## config.mk

```make
export PLATFORM = sky130hd
export DESIGN_NAME = fp16_result_uart_tx_flat
export DESIGN_NICKNAME = d
export VERILOG_FILES = /design/src/rtl/fp16_result_uart_tx_if.sv /design/src/rtl/fp16_result_uart_tx.sv /design/src/flat_wrapper.sv
export SDC_FILE = /design/constraint.sdc
export NUM_CORES = 1
export LEC_CHECK = 0
export CORE_MARGIN = 2
export CORE_UTILIZATION = 55
export DETAILED_ROUTE_END_ITERATION = 7
export MAX_ROUTING_LAYER = met4
export PLACE_DENSITY = 0.79
export SYNTH_ARGS = -nofsm -noshare
export SYNTH_HDL_FRONTEND = slang
export SYNTH_SLANG_ARGS = --single-unit
```

## constraint.sdc

```tcl
create_clock -name clk -period 2.5 [get_ports clk]
set_input_delay 0.75 -clock clk [delete_from_list [all_inputs] [get_ports clk]]
set_output_delay 0.75 -clock clk [all_outputs]
set_load 0.05 [all_outputs]
```

## src/rtl/fp16_result_uart_tx_if.sv

```systemverilog
// Handshake bundle between the FP16 calculator and its result UART transmitter.
interface fp16_result_uart_tx_if;
    logic [15:0] result_in;
    logic        send;
    logic        tx;
    logic        busy;
    logic        done;

    modport master (
        output result_in,
        output send,
        input  tx,
        input  busy,
        input  done
    );

    modport slave (
        input  result_in,
        input  send,
        output tx,
        output busy,
        output done
    );
endinterface

```

## src/rtl/fp16_result_uart_tx.sv

```systemverilog
// Sends a captured 16-bit FP16 result as two back-to-back 8N1 UART bytes,
// high byte first, each byte LSB first.
module fp16_result_uart_tx #(
    parameter int CLKS_PER_BIT = 868
) (
    input  logic                 clk,
    input  logic                 reset,
    fp16_result_uart_tx_if.slave bus
);
    localparam int BAUD_W = (CLKS_PER_BIT > 1) ? $clog2(CLKS_PER_BIT) : 1;
    localparam logic [BAUD_W-1:0] BAUD_LAST = BAUD_W'(CLKS_PER_BIT - 1);

    typedef enum logic [1:0] {
        IDLE,
        START,
        DATA,
        STOP
    } state_t;

    state_t            state;
    logic [15:0]       shadow;
    logic              byte_idx;
    logic [BAUD_W-1:0] baud_cnt;
    logic [2:0]        bit_cnt;
    logic [7:0]        cur_byte;
    logic              bit_end;

    assign cur_byte = byte_idx ? shadow[7:0] : shadow[15:8];
    assign bit_end  = (baud_cnt == BAUD_LAST);

    // tx, busy and done are registered so the line never glitches from inputs;
    // each output is set one edge ahead of the state it describes.
    always_ff @(posedge clk or negedge reset) begin
        if (!reset) begin
            state    <= IDLE;
            shadow   <= 16'h0000;
            byte_idx <= 1'b0;
            baud_cnt <= '0;
            bit_cnt  <= 3'd0;
            bus.tx   <= 1'b1;
            bus.busy <= 1'b0;
            bus.done <= 1'b0;
        end else begin
            bus.done <= 1'b0;
            if (state == IDLE) begin
                bus.tx   <= 1'b1;
                bus.busy <= 1'b0;
                if (bus.send) begin
                    shadow   <= bus.result_in;
                    byte_idx <= 1'b0;
                    baud_cnt <= '0;
                    bit_cnt  <= 3'd0;
                    bus.tx   <= 1'b0;
                    bus.busy <= 1'b1;
                    state    <= START;
                end
            end else if (!bit_end) begin
                baud_cnt <= baud_cnt + BAUD_W'(1);
            end else begin
                baud_cnt <= '0;
                case (state)
                    START: begin
                        bit_cnt <= 3'd0;
                        bus.tx  <= cur_byte[0];
                        state   <= DATA;
                    end
                    DATA: begin
                        if (bit_cnt == 3'd7) begin
                            bus.tx <= 1'b1;
                            state  <= STOP;
                        end else begin
                            bit_cnt <= bit_cnt + 3'd1;
                            bus.tx  <= cur_byte[bit_cnt + 3'd1];
                        end
                    end
                    STOP: begin
                        if (!byte_idx) begin
                            // Low byte follows immediately, no idle gap.
                            byte_idx <= 1'b1;
                            bus.tx   <= 1'b0;
                            state    <= START;
                        end else begin
                            bus.tx   <= 1'b1;
                            bus.busy <= 1'b0;
                            bus.done <= 1'b1;
                            state    <= IDLE;
                        end
                    end
                    default: begin
                        bus.tx   <= 1'b1;
                        bus.busy <= 1'b0;
                        state    <= IDLE;
                    end
                endcase
            end
        end
    end
endmodule
```

## src/flat_wrapper.sv

```systemverilog
// flat-port wrapper written by rule: the top's interface ports become plain ports
module fp16_result_uart_tx_flat 
#(
    parameter int CLKS_PER_BIT = 868
)
  (clk, reset, bus_result_in, bus_send, bus_tx, bus_busy, bus_done);
  fp16_result_uart_tx_if bus_i ();
  input  logic clk;
  input  logic reset;
  input wire logic [$bits(bus_i.result_in)-1:0] bus_result_in;
  input wire logic [$bits(bus_i.send)-1:0] bus_send;
  output wire logic [$bits(bus_i.tx)-1:0] bus_tx;
  output wire logic [$bits(bus_i.busy)-1:0] bus_busy;
  output wire logic [$bits(bus_i.done)-1:0] bus_done;
  assign bus_i.result_in = bus_result_in;
  assign bus_i.send = bus_send;
  assign bus_tx = bus_i.tx;
  assign bus_busy = bus_i.busy;
  assign bus_done = bus_i.done;
  fp16_result_uart_tx #(.CLKS_PER_BIT(CLKS_PER_BIT)) u_core (.clk(clk), .reset(reset), .bus(bus_i));
endmodule
```

# After elaboration in Yosys (flattened, before gate mapping)
# Index checks and enable logic that the tools add are counted.
[word_totals]
reg_bits = 35
latch_bits = 0
ramBits = 0
romBits = 0
input_bits = 19
out_inout_bits = 3
word_cells = 66
memories = 0
[classes]
add_sub_neg = 2
multipliers = 0
n_div = 0
n_lt_le_gt_ge = 1
n_eq_ne = 10
shifts = 0
mux = 35
n_bitwise = 0
reduce_logical = 10
[op_table]
columns = ["op", "n"]
rows = [
  ["10-bit 2-to-1 mux", 3],
  ["1-bit 2-to-1 mux", 18],
  ["3-bit 2-to-1 mux", 4],
  ["10-bit by 1-bit adder with 10-bit output, second input constant", 1],
  ["10-bit == test, second input constant", 1],
  ["3-bit AND reduction", 3],
  ["2-bit 2-to-1 mux", 4],
  ["8-bit 2-to-1 mux", 1],
  ["3-bit by 1-bit inequality test with 1-bit output, second input constant", 2],
  ["2-bit one-hot mux with 3 select lines", 1],
  ["3-bit one-hot mux with 2 select lines", 1],
  ["2-bit == test, second input constant", 2],
  ["3-bit by 4-bit < comparator with 1-bit output, second input constant", 1],
  ["4-bit AND reduction", 1],
  ["2-bit nonzero test", 2],
  ["3-bit by 1-bit adder with 3-bit output, second input constant", 1],
  ["1-bit binary-select mux with 3-bit select", 1],
  ["3-bit == test, second input constant", 1],
  ["3-bit by 2-bit inequality test with 1-bit output, second input constant", 1],
  ["1-bit one-hot mux with 3 select lines", 1],
  ["3-bit nonzero test", 1],
  ["2-bit by 1-bit == test with 1-bit output, second input constant", 1],
  ["2-bit logical NOT", 1],
  ["2-bit by 1-bit inequality test with 1-bit output, second input constant", 1],
  ["4 further kinds", 4],
]

# Depth between registers and ports, before layout
[logic_depth]
word_depth = 7
depth_mapped = 7
mapped_depth_nobuf = 6

# Least setup slack after synthesis
# No wires, ideal clock.
[synth_path]
kind = "register -> register"
startpoint = "register u_core.baud_cnt[0]"
endpoint = "register u_core.bit_cnt[0]"
setup_ns = 0.125
arrival_time_ns = 1.902
required_time_ns = 2.375
path_slack_ns = 0.473
path_stages_with_launch = 6
path_buffers = 0
period_less_slack_ns = 2.027
path_cell_list = "dfrtp_1 ha_1 nand4b_1 or4_4 a221o_1 mux2_4"
[synth_between]
elab_chain_cells = 3
[synth_rtl]
columns = ["element", "line_no", "source"]
rows = [
  ["start, declared", "fp16_result_uart_tx.sv:23", "logic [BAUD_W-1:0] baud_cnt;"],
  ["start signal, assigned", "fp16_result_uart_tx.sv:58", "baud_cnt <= baud_cnt + BAUD_W'(1);"],
  ["10-bit == test", "fp16_result_uart_tx.sv:29", "assign bit_end = (baud_cnt == BAUD_LAST);"],
  ["2-bit nonzero test (no line)", "n/a", ""],
  ["4-bit AND reduction (no line)", "n/a", ""],
  ["end signal, assigned", "fp16_result_uart_tx.sv:72", "bit_cnt <= bit_cnt + 3'd1;"],
  ["end, declared", "fp16_result_uart_tx.sv:24", "logic [2:0] bit_cnt;"],
]
# No other way between the ends.
# A chain may end at the register's enable or synchronous reset.

# Worst setup path after layout
[layout_path]
startpoint = "register u_core.bus.busy"
endpoint = "output bus_busy"
[layout_rtl]
columns = ["element", "line_no", "source"]
rows = [
  ["start, declared", "fp16_result_uart_tx_if.sv:21", "output busy,"],
  ["start signal, assigned", "fp16_result_uart_tx.sv:41", "bus.busy <= 1'b0;"],
  ["start signal, assigned", "fp16_result_uart_tx.sv:47", "bus.busy <= 1'b0;"],
  ["start signal, assigned", "fp16_result_uart_tx.sv:54", "bus.busy <= 1'b1;"],
  ["end, declared", "flat_wrapper.sv:13", "output wire logic [$bits(bus_i.busy)-1:0] bus_busy;"],
]
# No word-level cell between the ends.

==> impl_metrics.tcl <==
set metrics [dict create \
    drc_errors 0 \
    antenna_found_initial 0 \
    drv_cap 0 \
    cts.clk_slew.worst_paths_ps 110 \
    reg2reg_slack_ps 280 \
    swShare 0.334 \
    final_common_cell "dfrtp_1" \
    whs_ps 520 \
    io-pin-count 22 \
    root_buffer "clkbuf_4" \
    relSlewSlack 0.590 \
    synthesis.area_um2 1840 \
    cts-htree-levels 2 \
    cts_setup_buffers 0 \
    maxSlewViolCount 0 \
    vias 1343 \
    synthArstFlopShare 1.00 \
    start_util 0.592 \
    port-buffer-count 21 \
    crit_chain "clkdlybuf4s50_1" \
    antenna_left 0 \
    min_period_over_period 0.907 \
    leakagePower_nw 0.932 \
    rows 20 \
    irDropWorstVdd_mv 0.569 \
    crit_fanout 2 \
    reg2reg_to "u_core.bit_cnt[0]" \
    track_usage 0.227 \
    cp_num_buf_inv 1 \
    holdPathStages 1 \
    critPathTopFamily "buffers and inverters" \
    grt_max_degree 36 \
    slowest_delay_ps 800 \
    yosys_warnings 0 \
    outcome "finished clean" \
    synth_cells 157 \
    cts_tree "built" \
    power.share.clock 0.203 \
    final_nets 210 \
    stdcell_area_um2 2180 \
    arrival_ps 1520 \
    die_area_um2 3820 \
    clock_sinks 35 \
    die_x_um 61.8 \
    fp.dieH_um 61.8 \
    drt_iter0_drc 73 \
    fin_util 0.703 \
    grt_remaining_overflow 0 \
    tightest_slew_ps 611 \
    grt_pass1_wl_um 6050 \
    seq_area_frac_synth 0.478 \
    synth_area_leaders "dfrtp_1, mux2_2, ha_1" \
    area_delta_synth_final_pct 18.8 \
    clk_latency_ps 350 \
    min_path_type "reg -> reg" \
    p_per_area_nw_per_um2 979 \
    power_frac_seq 0.444 \
    wl_um 3600 \
    routedWlPerCell_um 15.8 \
    crit_type "reg -> out" \
    cts_resized 0 \
    grt_pass1_vias 1302 \
    core_area_um2 3100 \
    finalSetupTns_ps 0 \
    crit_slowest_cell "clkdlybuf4s50_1" \
    setup_violations 0 \
    skew_ps 15.2 \
    place.gp.congestion 0.862 \
    antennaDiodeCount 0 \
    cts_buffer_depth 2 \
    cts_buffers 5 \
    synth_nets 184 \
    max_freq_mhz 441 \
    hold_buffers 0 \
    worst_hold_startpoint "u_core.shadow[15]" \
    layout_common_cells "dfrtp_1, clkdlybuf4s50_1, mux2_2" \
    avgViaCountPerCell 5.89 \
    synth_cell_type_count 43 \
    hpwl_um 2660 \
    synth_edf_count 0 \
    placedCellCount 220 \
    end_kind "output port" \
    synth_top_cell_area_share 0.463 \
    syn_area_per_cell_um2 11.7 \
    synth_area_leader_cell "dfrtp_1" \
    p_switching_mw 0.715 \
    dpl_cell_area_um2 2090 \
    firstDrtPassIters 4 \
    cp.required_ps 1750 \
    startpoint "u_core.bus.busy" \
    rr_startpoint "u_core.state[0]" \
    p_comb_frac 0.353 \
    layout-drive-gt1-share 0.228 \
    synth_seq_cells 35 \
    worst_hold_path.endpoint "u_core.shadow[15]" \
    fin_cells 228 \
    rsz0062_at_grt "false" \
    ff2ff_path_depth 5 \
    p_int_mw 1.42 \
    start_kind "flop" \
    fin_crit_ps 2270 \
    synth_top_flop_cell "dfrtp_1" \
    timing_hold_violations_final 0 \
]
[stage by stage]
step	power [mW]	setup slack (ps)
floorplan	1.50	473
global placement	1.67	354
detailed placement	1.72	306
CTS	2.15	37.1
global route	2.29	186
finish	2.14	232
[worst max path at each step]
stage	end	slack (ps)	cells past startpoint
after global placement	u_core.bit_cnt[0]	350	5
after floorplan	u_core.bit_cnt[0]	470	5
after detailed placement	u_core.bit_cnt[0]	310	5
after CTS	bus_tx	40	1
final	bus_busy	230	1
after global routing	u_core.bit_cnt[0]	190	5
[registers in the layout, indices dropped and copies added, names as in the netlist]
signal / flops
u_core.bus.busy: 1
u_core.shadow: 16
u_core.baud_cnt: 10
u_core.bus.done: 1
u_core.bit_cnt: 3
u_core.state: 2
u_core.byte_idx: 1
u_core.bus.tx: 1
[cell type report]
class	count	area, um2
sequential	35	877
inverter	7	26.3
fill	247	921
clock inverter	2	35.0
clock buffer	6	51.3
tap	44	55.1
timing repair buffer	23	228
multi-input combinational	111	910
[metal layers]
metal  up-vias  GRT usage  wire (um)
met1       664      0.281       1610
met5         -          -          0
li1        640          -          -
met2        34      0.361       1770
met4         0     0.0881         57
met3         5     0.0518        160
[cell families (layout without fill, tap and decap cells)]
| group | count (synthesis) | count (layout) | share of synthesized area |
|---|---|---|---|
| muxes | 22 | 22 | 0.155 |
| AOI/OAI and AO/OA | 37 | 37 | 0.152 |
| DFF | 35 | 35 | 0.478 |
| adders and majority gates | 8 | 8 | 0.0545 |
| and+or+nand+nor | 44 | 44 | 0.134 |
| buffers and inverters | 11 | 38 | 0.0272 |
[power by group through the flow]
| stage | logic (mW) | clock network (mW) | registers, mW |
|---|---|---|---|
| after floorplan | 0.558 | 0 | 0.942 |
| after global placement | 0.732 | 0 | 0.937 |
| after detailed placement | 0.761 | 0 | 0.961 |
| after CTS | 0.764 | 0.439 | 0.947 |
| after global routing | 0.844 | 0.466 | 0.978 |
| final | 0.755 | 0.434 | 0.948 |
[worst reg2reg max path, cell delays in order, from the launching register on]
cell and delay, ps:
dfrtp_1 450, inv_1 90, ha_1 330, or4_4 620
a221o_1 370, mux2_4 260
[cell usage after synthesis (2+ instances only)]
cell type,count
inv_1,7
nor4_1,3
o21ai_0,11
o311ai_0,2
nand2b_1,2
nor2b_1,3
ha_1,8
nor2_1,7
a21oi_1,3
nand2_1,9
nand3_1,4
mux2_2,18
clkbuf_1,2
nor3_1,6
a22o_1,8
a21o_1,2
dfrtp_1,34
mux4_2,3
(Power assumes the default switching activity.)
